`config.mk`:
```
export PLATFORM = sky130hd
export DESIGN_NAME = adsr_voice_alloc_flat
export DESIGN_NICKNAME = d
export VERILOG_FILES = /design/src/rtl/adsr_voice_alloc_if.sv /design/src/rtl/adsr_voice_alloc.sv /design/src/flat_wrapper.sv
export SDC_FILE = /design/constraint.sdc
export NUM_CORES = 1
export LEC_CHECK = 0
export CORE_MARGIN = 3
export CORE_UTILIZATION = 41
export CTS_BUF_LIST = sky130_fd_sc_hd__clkbuf_4
export DETAILED_ROUTE_END_ITERATION = 16
export HOLD_SLACK_MARGIN = 0.1
export PLACE_DENSITY_LB_ADDON = 0.05
export SLEW_MARGIN = 20
export SYNTH_ARGS = -nofsm -noshare
export SYNTH_HDL_FRONTEND = slang
export SYNTH_SLANG_ARGS = --single-unit
```
`constraint.sdc`:
```
create_clock -name clk -period 12.9 [get_ports clk]
set_input_delay 2.58 -clock clk [delete_from_list [all_inputs] [get_ports clk]]
set_output_delay 2.58 -clock clk [all_outputs]
set_load 0.01 [all_outputs]
```
`src/rtl/adsr_voice_alloc_if.sv`:
```
// Note-event handshake bundle between the sequencer front end and the voice allocator.
interface adsr_voice_alloc_if #(
   parameter int NOTE_WIDTH = 7
) ();
   logic                  ev_valid;
   logic                  ev_ready;
   logic                  ev_on;
   logic [NOTE_WIDTH-1:0] ev_note;

   modport master (output ev_valid, output ev_on, output ev_note, input ev_ready);
   modport slave  (input ev_valid, input ev_on, input ev_note, output ev_ready);
endinterface

```
`src/rtl/adsr_voice_alloc.sv`:
```
// Polyphonic voice allocator: shares NUM_VOICES adsr generators between note events.
// Age-ranked allocation; a busy voice is retriggered through a low gap so the adsr
// edge detector always sees a fresh rising edge.
// Optional feature macro: ADSR_VOICE_STEAL_EN (steal the oldest held voice instead of
// dropping a note-on when every voice is held).

// Per-voice classification of the latched event against this voice's state.
module adsr_voice_slot #(
   parameter int NOTE_WIDTH = 7
) (
   input  logic                  trig,
   input  logic                  active,
   input  logic [NOTE_WIDTH-1:0] note,
   input  logic [NOTE_WIDTH-1:0] ev_note,
   output logic                  hit,
   output logic                  free,
   output logic                  rel
);
   assign hit  = trig & (note == ev_note);
   assign free = ~trig & ~active;
   assign rel  = ~trig & active;
endmodule

module adsr_voice_alloc #(
   parameter int NUM_VOICES = 4,
   parameter int NOTE_WIDTH = 7,
   parameter int RETRIG_GAP = 2
) (
   input  logic                             clk,
   input  logic                             reset_n,
   adsr_voice_alloc_if.slave                ev,
   input  logic [NUM_VOICES-1:0]            env_active,
   output logic [NUM_VOICES-1:0]            trigger,
   output logic [NUM_VOICES*NOTE_WIDTH-1:0] voice_note,
   output logic                             dropped
);
   localparam int RW = (NUM_VOICES > 1) ? $clog2(NUM_VOICES) : 1;
   localparam int GW = (RETRIG_GAP > 1) ? $clog2(RETRIG_GAP) : 1;

   localparam logic [1:0] S_IDLE   = 2'd0;
   localparam logic [1:0] S_LOOKUP = 2'd1;
   localparam logic [1:0] S_GAP    = 2'd2;

   typedef struct packed {
      logic                  on;
      logic [NOTE_WIDTH-1:0] note;
   } ev_t;

   logic [1:0]                            state_q, state_d;
   ev_t                                   ev_q, ev_d;
   logic [NUM_VOICES-1:0]                 trig_q, trig_d;
   logic [NUM_VOICES-1:0][NOTE_WIDTH-1:0] note_q, note_d;
   logic [NUM_VOICES-1:0][RW-1:0]         rank_q, rank_d;
   logic [GW-1:0]                         gap_q, gap_d;
   logic [RW-1:0]                         pend_q, pend_d;

   logic [NUM_VOICES-1:0] hit, free, rel;
   logic [RW-1:0]         hit_idx, free_idx, rel_idx, rel_rank;
   logic                  rel_found;
   logic                  asg, asg_busy;
   logic [RW-1:0]         asg_idx;
`ifdef ADSR_VOICE_STEAL_EN
   logic [RW-1:0]         old_idx, old_rank;
   logic                  old_found;
`else
   logic                  drop_q, drop_d;
`endif

   assign ev.ev_ready  = (state_q == S_IDLE);
   assign trigger      = trig_q;
   assign voice_note   = note_q;
`ifdef ADSR_VOICE_STEAL_EN
   assign dropped      = 1'b0;
`else
   assign dropped      = drop_q;
`endif

   for (genvar v = 0; v < NUM_VOICES; v++) begin : g_slot
      adsr_voice_slot #(.NOTE_WIDTH(NOTE_WIDTH)) u_slot (
         .trig    (trig_q[v]),
         .active  (env_active[v]),
         .note    (note_q[v]),
         .ev_note (ev_q.note),
         .hit     (hit[v]),
         .free    (free[v]),
         .rel     (rel[v])
      );
   end

   // Candidate pickers: matching voice, lowest-index free voice, oldest released voice.
   always_comb begin
      hit_idx   = '0;
      free_idx  = '0;
      rel_idx   = '0;
      rel_rank  = '0;
      rel_found = 1'b0;
      for (int v = NUM_VOICES-1; v >= 0; v--) begin
         if (hit[v])  hit_idx  = RW'(v);
         if (free[v]) free_idx = RW'(v);
      end
      for (int v = 0; v < NUM_VOICES; v++) begin
         if (rel[v] && (!rel_found || rank_q[v] > rel_rank)) begin
            rel_found = 1'b1;
            rel_idx   = RW'(v);
            rel_rank  = rank_q[v];
         end
      end
   end

`ifdef ADSR_VOICE_STEAL_EN
   // Steal target: oldest voice whose trigger is still held.
   always_comb begin
      old_idx   = '0;
      old_rank  = '0;
      old_found = 1'b0;
      for (int v = 0; v < NUM_VOICES; v++) begin
         if (trig_q[v] && (!old_found || rank_q[v] > old_rank)) begin
            old_found = 1'b1;
            old_idx   = RW'(v);
            old_rank  = rank_q[v];
         end
      end
   end
`endif

   // Allocation FSM: accept, look up a voice, optionally hold trigger low through the gap.
   always_comb begin
      state_d  = state_q;
      ev_d     = ev_q;
      trig_d   = trig_q;
      note_d   = note_q;
      rank_d   = rank_q;
      gap_d    = gap_q;
      pend_d   = pend_q;
      asg      = 1'b0;
      asg_busy = 1'b0;
      asg_idx  = '0;
`ifndef ADSR_VOICE_STEAL_EN
      drop_d   = 1'b0;
`endif
      case (state_q)
         S_IDLE: begin
            if (ev.ev_valid) begin
               ev_d.on   = ev.ev_on;
               ev_d.note = ev.ev_note;
               state_d   = S_LOOKUP;
            end
         end
         S_LOOKUP: begin
            state_d = S_IDLE;
            if (!ev_q.on) begin
               // release: only a held voice playing this note is affected
               trig_d = trig_q & ~hit;
            end else if (|hit) begin
               asg      = 1'b1;
               asg_busy = 1'b1;
               asg_idx  = hit_idx;
            end else if (|free) begin
               asg     = 1'b1;
               asg_idx = free_idx;
            end else if (|rel) begin
               asg     = 1'b1;
               asg_idx = rel_idx;
`ifdef ADSR_VOICE_STEAL_EN
            end else begin
               asg      = 1'b1;
               asg_busy = 1'b1;
               asg_idx  = old_idx;
            end
`else
            end else begin
               drop_d = 1'b1;
            end
`endif
            if (asg) begin
               note_d[asg_idx] = ev_q.note;
               for (int u = 0; u < NUM_VOICES; u++) begin
                  if (rank_q[u] < rank_q[asg_idx]) rank_d[u] = rank_q[u] + RW'(1);
               end
               rank_d[asg_idx] = '0;
               if (asg_busy) begin
                  // held voice: drop trigger first so the generator sees a new edge
                  trig_d[asg_idx] = 1'b0;
                  pend_d          = asg_idx;
                  gap_d           = GW'(RETRIG_GAP - 1);
                  state_d         = S_GAP;
               end else begin
                  trig_d[asg_idx] = 1'b1;
               end
            end
         end
         S_GAP: begin
            if (gap_q == '0) begin
               trig_d[pend_q] = 1'b1;
               state_d        = S_IDLE;
            end else begin
               gap_d = gap_q - GW'(1);
            end
         end
         default: state_d = S_IDLE;
      endcase
   end

   // State registers; reset returns every voice to free with ranks 0..NUM_VOICES-1.
   always_ff @(posedge clk or negedge reset_n) begin
      if (!reset_n) begin
         state_q <= S_IDLE;
         ev_q    <= '0;
         trig_q  <= '0;
         note_q  <= '0;
         gap_q   <= '0;
         pend_q  <= '0;
         for (int v = 0; v < NUM_VOICES; v++) rank_q[v] <= RW'(v);
`ifndef ADSR_VOICE_STEAL_EN
         drop_q  <= 1'b0;
`endif
      end else begin
         state_q <= state_d;
         ev_q    <= ev_d;
         trig_q  <= trig_d;
         note_q  <= note_d;
         rank_q  <= rank_d;
         gap_q   <= gap_d;
         pend_q  <= pend_d;
`ifndef ADSR_VOICE_STEAL_EN
         drop_q  <= drop_d;
`endif
      end
   end
endmodule

```
`src/flat_wrapper.sv`:
```
// flat-port wrapper written by rule: the top's interface ports become plain ports
module adsr_voice_alloc_flat 
#(
   parameter int NUM_VOICES = 4,
   parameter int NOTE_WIDTH = 7,
   parameter int RETRIG_GAP = 2
)
  (clk, reset_n, env_active, trigger, voice_note, dropped, ev_ev_valid, ev_ev_on, ev_ev_note, ev_ev_ready);
  adsr_voice_alloc_if #(.NOTE_WIDTH(NOTE_WIDTH)) ev_i ();
  input  logic clk;
  input  logic reset_n;
  input  logic [NUM_VOICES-1:0] env_active;
  output logic [NUM_VOICES-1:0] trigger;
  output logic [NUM_VOICES*NOTE_WIDTH-1:0] voice_note;
  output logic dropped;
  input wire logic [$bits(ev_i.ev_valid)-1:0] ev_ev_valid;
  input wire logic [$bits(ev_i.ev_on)-1:0] ev_ev_on;
  input wire logic [$bits(ev_i.ev_note)-1:0] ev_ev_note;
  output wire logic [$bits(ev_i.ev_ready)-1:0] ev_ev_ready;
  assign ev_i.ev_valid = ev_ev_valid;
  assign ev_i.ev_on = ev_ev_on;
  assign ev_i.ev_note = ev_ev_note;
  assign ev_ev_ready = ev_i.ev_ready;
  adsr_voice_alloc #(.NUM_VOICES(NUM_VOICES), .NOTE_WIDTH(NOTE_WIDTH), .RETRIG_GAP(RETRIG_GAP)) u_core (.clk(clk), .reset_n(reset_n), .ev(ev_i), .env_active(env_active), .trigger(trigger), .voice_note(voice_note), .dropped(dropped));
endmodule
```
==> impl_metrics.ini <==
[status]
status = finished, final reports clean

[clock_network]
cts_setup_buffers = 0
cts_resized = 0
cts_sinks = 54
numCtsBuffers = 5
clock_path_buffers = 2
cts_tree = built
cts_max_level = 2
ctsHoldBuffers = 0
clk_latency_ns = 0.37
root_buffer = clkbuf_4
clk_transition_reported_paths_ns = 0.14

[floorplan]
core_area_um2 = 7490
die_area_um2 = 9080
start_util_pct = 43.7
die_x_um = 95.3
die_y_um = 95.3
ios = 49
rows = 31

[finish]
num_antenna_cells = 0
stdcell_area_um2 = 3830
fin_nets = 379
drive_gt1_share_pct = 17.1
syn_to_final_growth_pct = 17.3

[critical_path]
slowest_stage = clkdlybuf4s50_1
reg2reg_to = u_core.rank_q[3]
r2r-start = u_core.trigger[0]
max_stage_delay_ns = 0.55
worstSetupStartpoint = env_active[0]
cpLargestDelayFamily = compound AO/OA/AOI/OAI gates
cp-endpoint = u_core.rank_q[3]
crit_arrival_ns = 8.78
critPathKind = in -> reg
start_kind = input pin
crit_fanout = 13
cp.required_ns = 13.16
reg2reg_slack_ns = 6.60
cp.depth = 28
cp.buffers_inverters = 2
cp-end-kind = register
reg2regPathDepth = 27

[timing]
hold_viol = 0
min_period_ns = 8.52
worst_pin_slew_ns = 0.762
max_freq_mhz = 117
fin_skew_ns = 0.0151
finalSetupTns_ns = 0
setup_viol = 0
drv_slew = 0
rsz0062_at_grt = false
min_period_over_period_pct = 66.0
slew_headroom_pct = 48.7

[global_route]
gr-total-overflow = 0
grt_start_max_net_pins = 55
grt_first_pass_wirelength_um = 11500
grt_pass1_vias = 2190
antenna_found_initial = 0
grt_usage_pct = 16.6

[yosys]
synthArstFlopShare_pct = 100
synth-seq-cells = 54
synthSimpleGateAreaFrac_pct = 14.5
synth.distinct_cells = 52
synth_compound_area_share_pct = 11.6
syn_avg_cell_area_um2 = 10.5
syn-num-nets = 339
yosys_warnings = 0
synth.yosys.seq_area_share_pct = 41.5
synth_edf_count = 0
synthAdderAreaFrac_pct = 4.97
synth-xor-area-share_pct = 8.03
synth_top_family_by_area = multiplexers
muxShareOfSynthArea_pct = 14.8
netlist_area_um2 = 3270
synth-main-ff-cell = dfrtp_1
syn_inst = 311

[route]
drcViolationCount = 0
wl_per_cell_um = 16.1
drt_iter0_drc = 89
final_antenna_net_count = 0
first_pass_iters = 4
viasPerCell = 5.28
vias = 2374
routed_wirelength_um = 7250

[min_path]
min_path_type = reg -> reg
whs_path_depth = 2

[placed_design]
place_congestion = 0.859
dp_hpwl_um = 5450
place_area_um2 = 3780
port_buffers = 48

[run]
cap_violations = 0

[power_and_ir_drop]
ir_drop_uv = 101
p_leak_nw = 1.61
power_density_nw_per_um2 = 248
==> stage by stage <==
step | hold slack, ns | instances | worst slack [ns] | utilization (%) | total power, W
finish | 0.530 | 450 | 4.38 | 51.2 | 0.000950
global route | 0.585 | 450 | 3.88 | 51.2 | 0.00103
CTS | 0.534 | 450 | 4.44 | 51.2 | 0.000960
detailed placement | 0.511 | 443 | 4.07 | 50.5 | 0.000884
global placement | 0.503 | 443 | 4.23 | 50.5 | 0.000879
floorplan | 0.474 | 311 | 5.20 | - | 0.000701
==> cells in the mapped netlist, drive strengths merged, types with 7 or more instances <==
cell type,count,area share (%)
a21oi,11,1.7
buf,16,3.0
dfrtp,50,38
ha,13,5.0
inv,13,1.5
mux2,38,14
nand2,22,2.6
nand2b,7,1.3
nor2,17,2.0
nor2b,8,1.6
o21ai,13,2.0
xor2,25,6.7
==> cells in the final DEF, fill, tap and decap left out, types with 3 or more instances in the layout <==
master / n
dfrtp_1: 50
clkdlybuf4s50_1: 47
mux2_2: 31
xor2_1: 25
nand2_1: 21
nor2_1: 16
inv_1: 13
o21ai_0: 13
ha_1: 13
a21oi_1: 11
nor2b_1: 7
nand2b_1: 7
mux2_4: 7
nand3_1: 6
a31oi_1: 5
xnor2_1: 5
clkbuf_4: 5
o211ai_1: 4
nor4_1: 4
nand4_1: 4
nor3_1: 4
a311oi_1: 4
dfstp_2: 4
o31ai_1: 3
a211oi_1: 3
mux2i_1: 3
==> per-layer routing <==
layer / GRT usage, % / vias up / part of all wire (%)
met1: 24.1 / 1112 / 49
li1: - / 1186 / -
met4: 6.01 / 0 / 2.6
met2: 24.3 / 64 / 44
met3: 3.47 / 12 / 4.4
met5: 0 / - / 0
==> worst min path at each step <==
stage                                       to  slack (ns)                 start
after CTS                     u_core.rank_q[6]        0.53      u_core.rank_q[6]
after detailed placement     u_core.state_q[1]        0.51     u_core.state_q[1]
after global routing      u_core.voice_note[9]        0.58  u_core.voice_note[9]
after floorplan              u_core.state_q[1]        0.47     u_core.state_q[1]
after global placement       u_core.state_q[1]        0.50     u_core.state_q[1]
final                         u_core.rank_q[6]        0.53      u_core.rank_q[6]
==> area by class of cell <==
type	instances	area, um2
multi-input combinational	227	1760
tap	99	124
inverter	13	48.8
timing repair buffer	50	490
clock buffer	5	37.5
clock inverter	2	13.8
fill	687	3650
sequential	54	1360
==> power by group <==
group          total [W]  leakage [nW]  internal, W  switching (W)
Combinational   0.000525         0.930     0.000280       0.000245
Clock          0.0000728        0.0314    0.0000208      0.0000520
Sequential      0.000353         0.651     0.000245       0.000108
==> worst reg2reg max path, delay by kind of cell, from the launching register on <==
kind	cells	cell delay, ns
compound gates	9	2.09
simple gates	12	1.99
fa+ha+maj	4	1.24
flops	1	0.54
buf+inv	1	0.19
xor+xnor	1	0.15
==> cells by family (layout without fill, tap and decap cells) <==
group           Yosys count  after routing
compound gates           54             54
xor+xnor                 30             30
fa+ha+maj                13             13
buf+inv                  30             70
flops                    54             54
mux                      41             41
simple gates             89             89
==> flip-flops by register name (all words and copies together) (netlist names) <==
| signal | cells |
|---|---|
| u_core.voice_note | 28 |
| u_core.ev_q | 8 |
| u_core.rank_q | 8 |
| u_core.trigger | 4 |
| u_core.pend_q | 2 |
| u_core.state_q | 2 |
| u_core.dropped | 1 |
| u_core.gap_q | 1 |
Note: power is estimated with default switching activity, not from simulation.
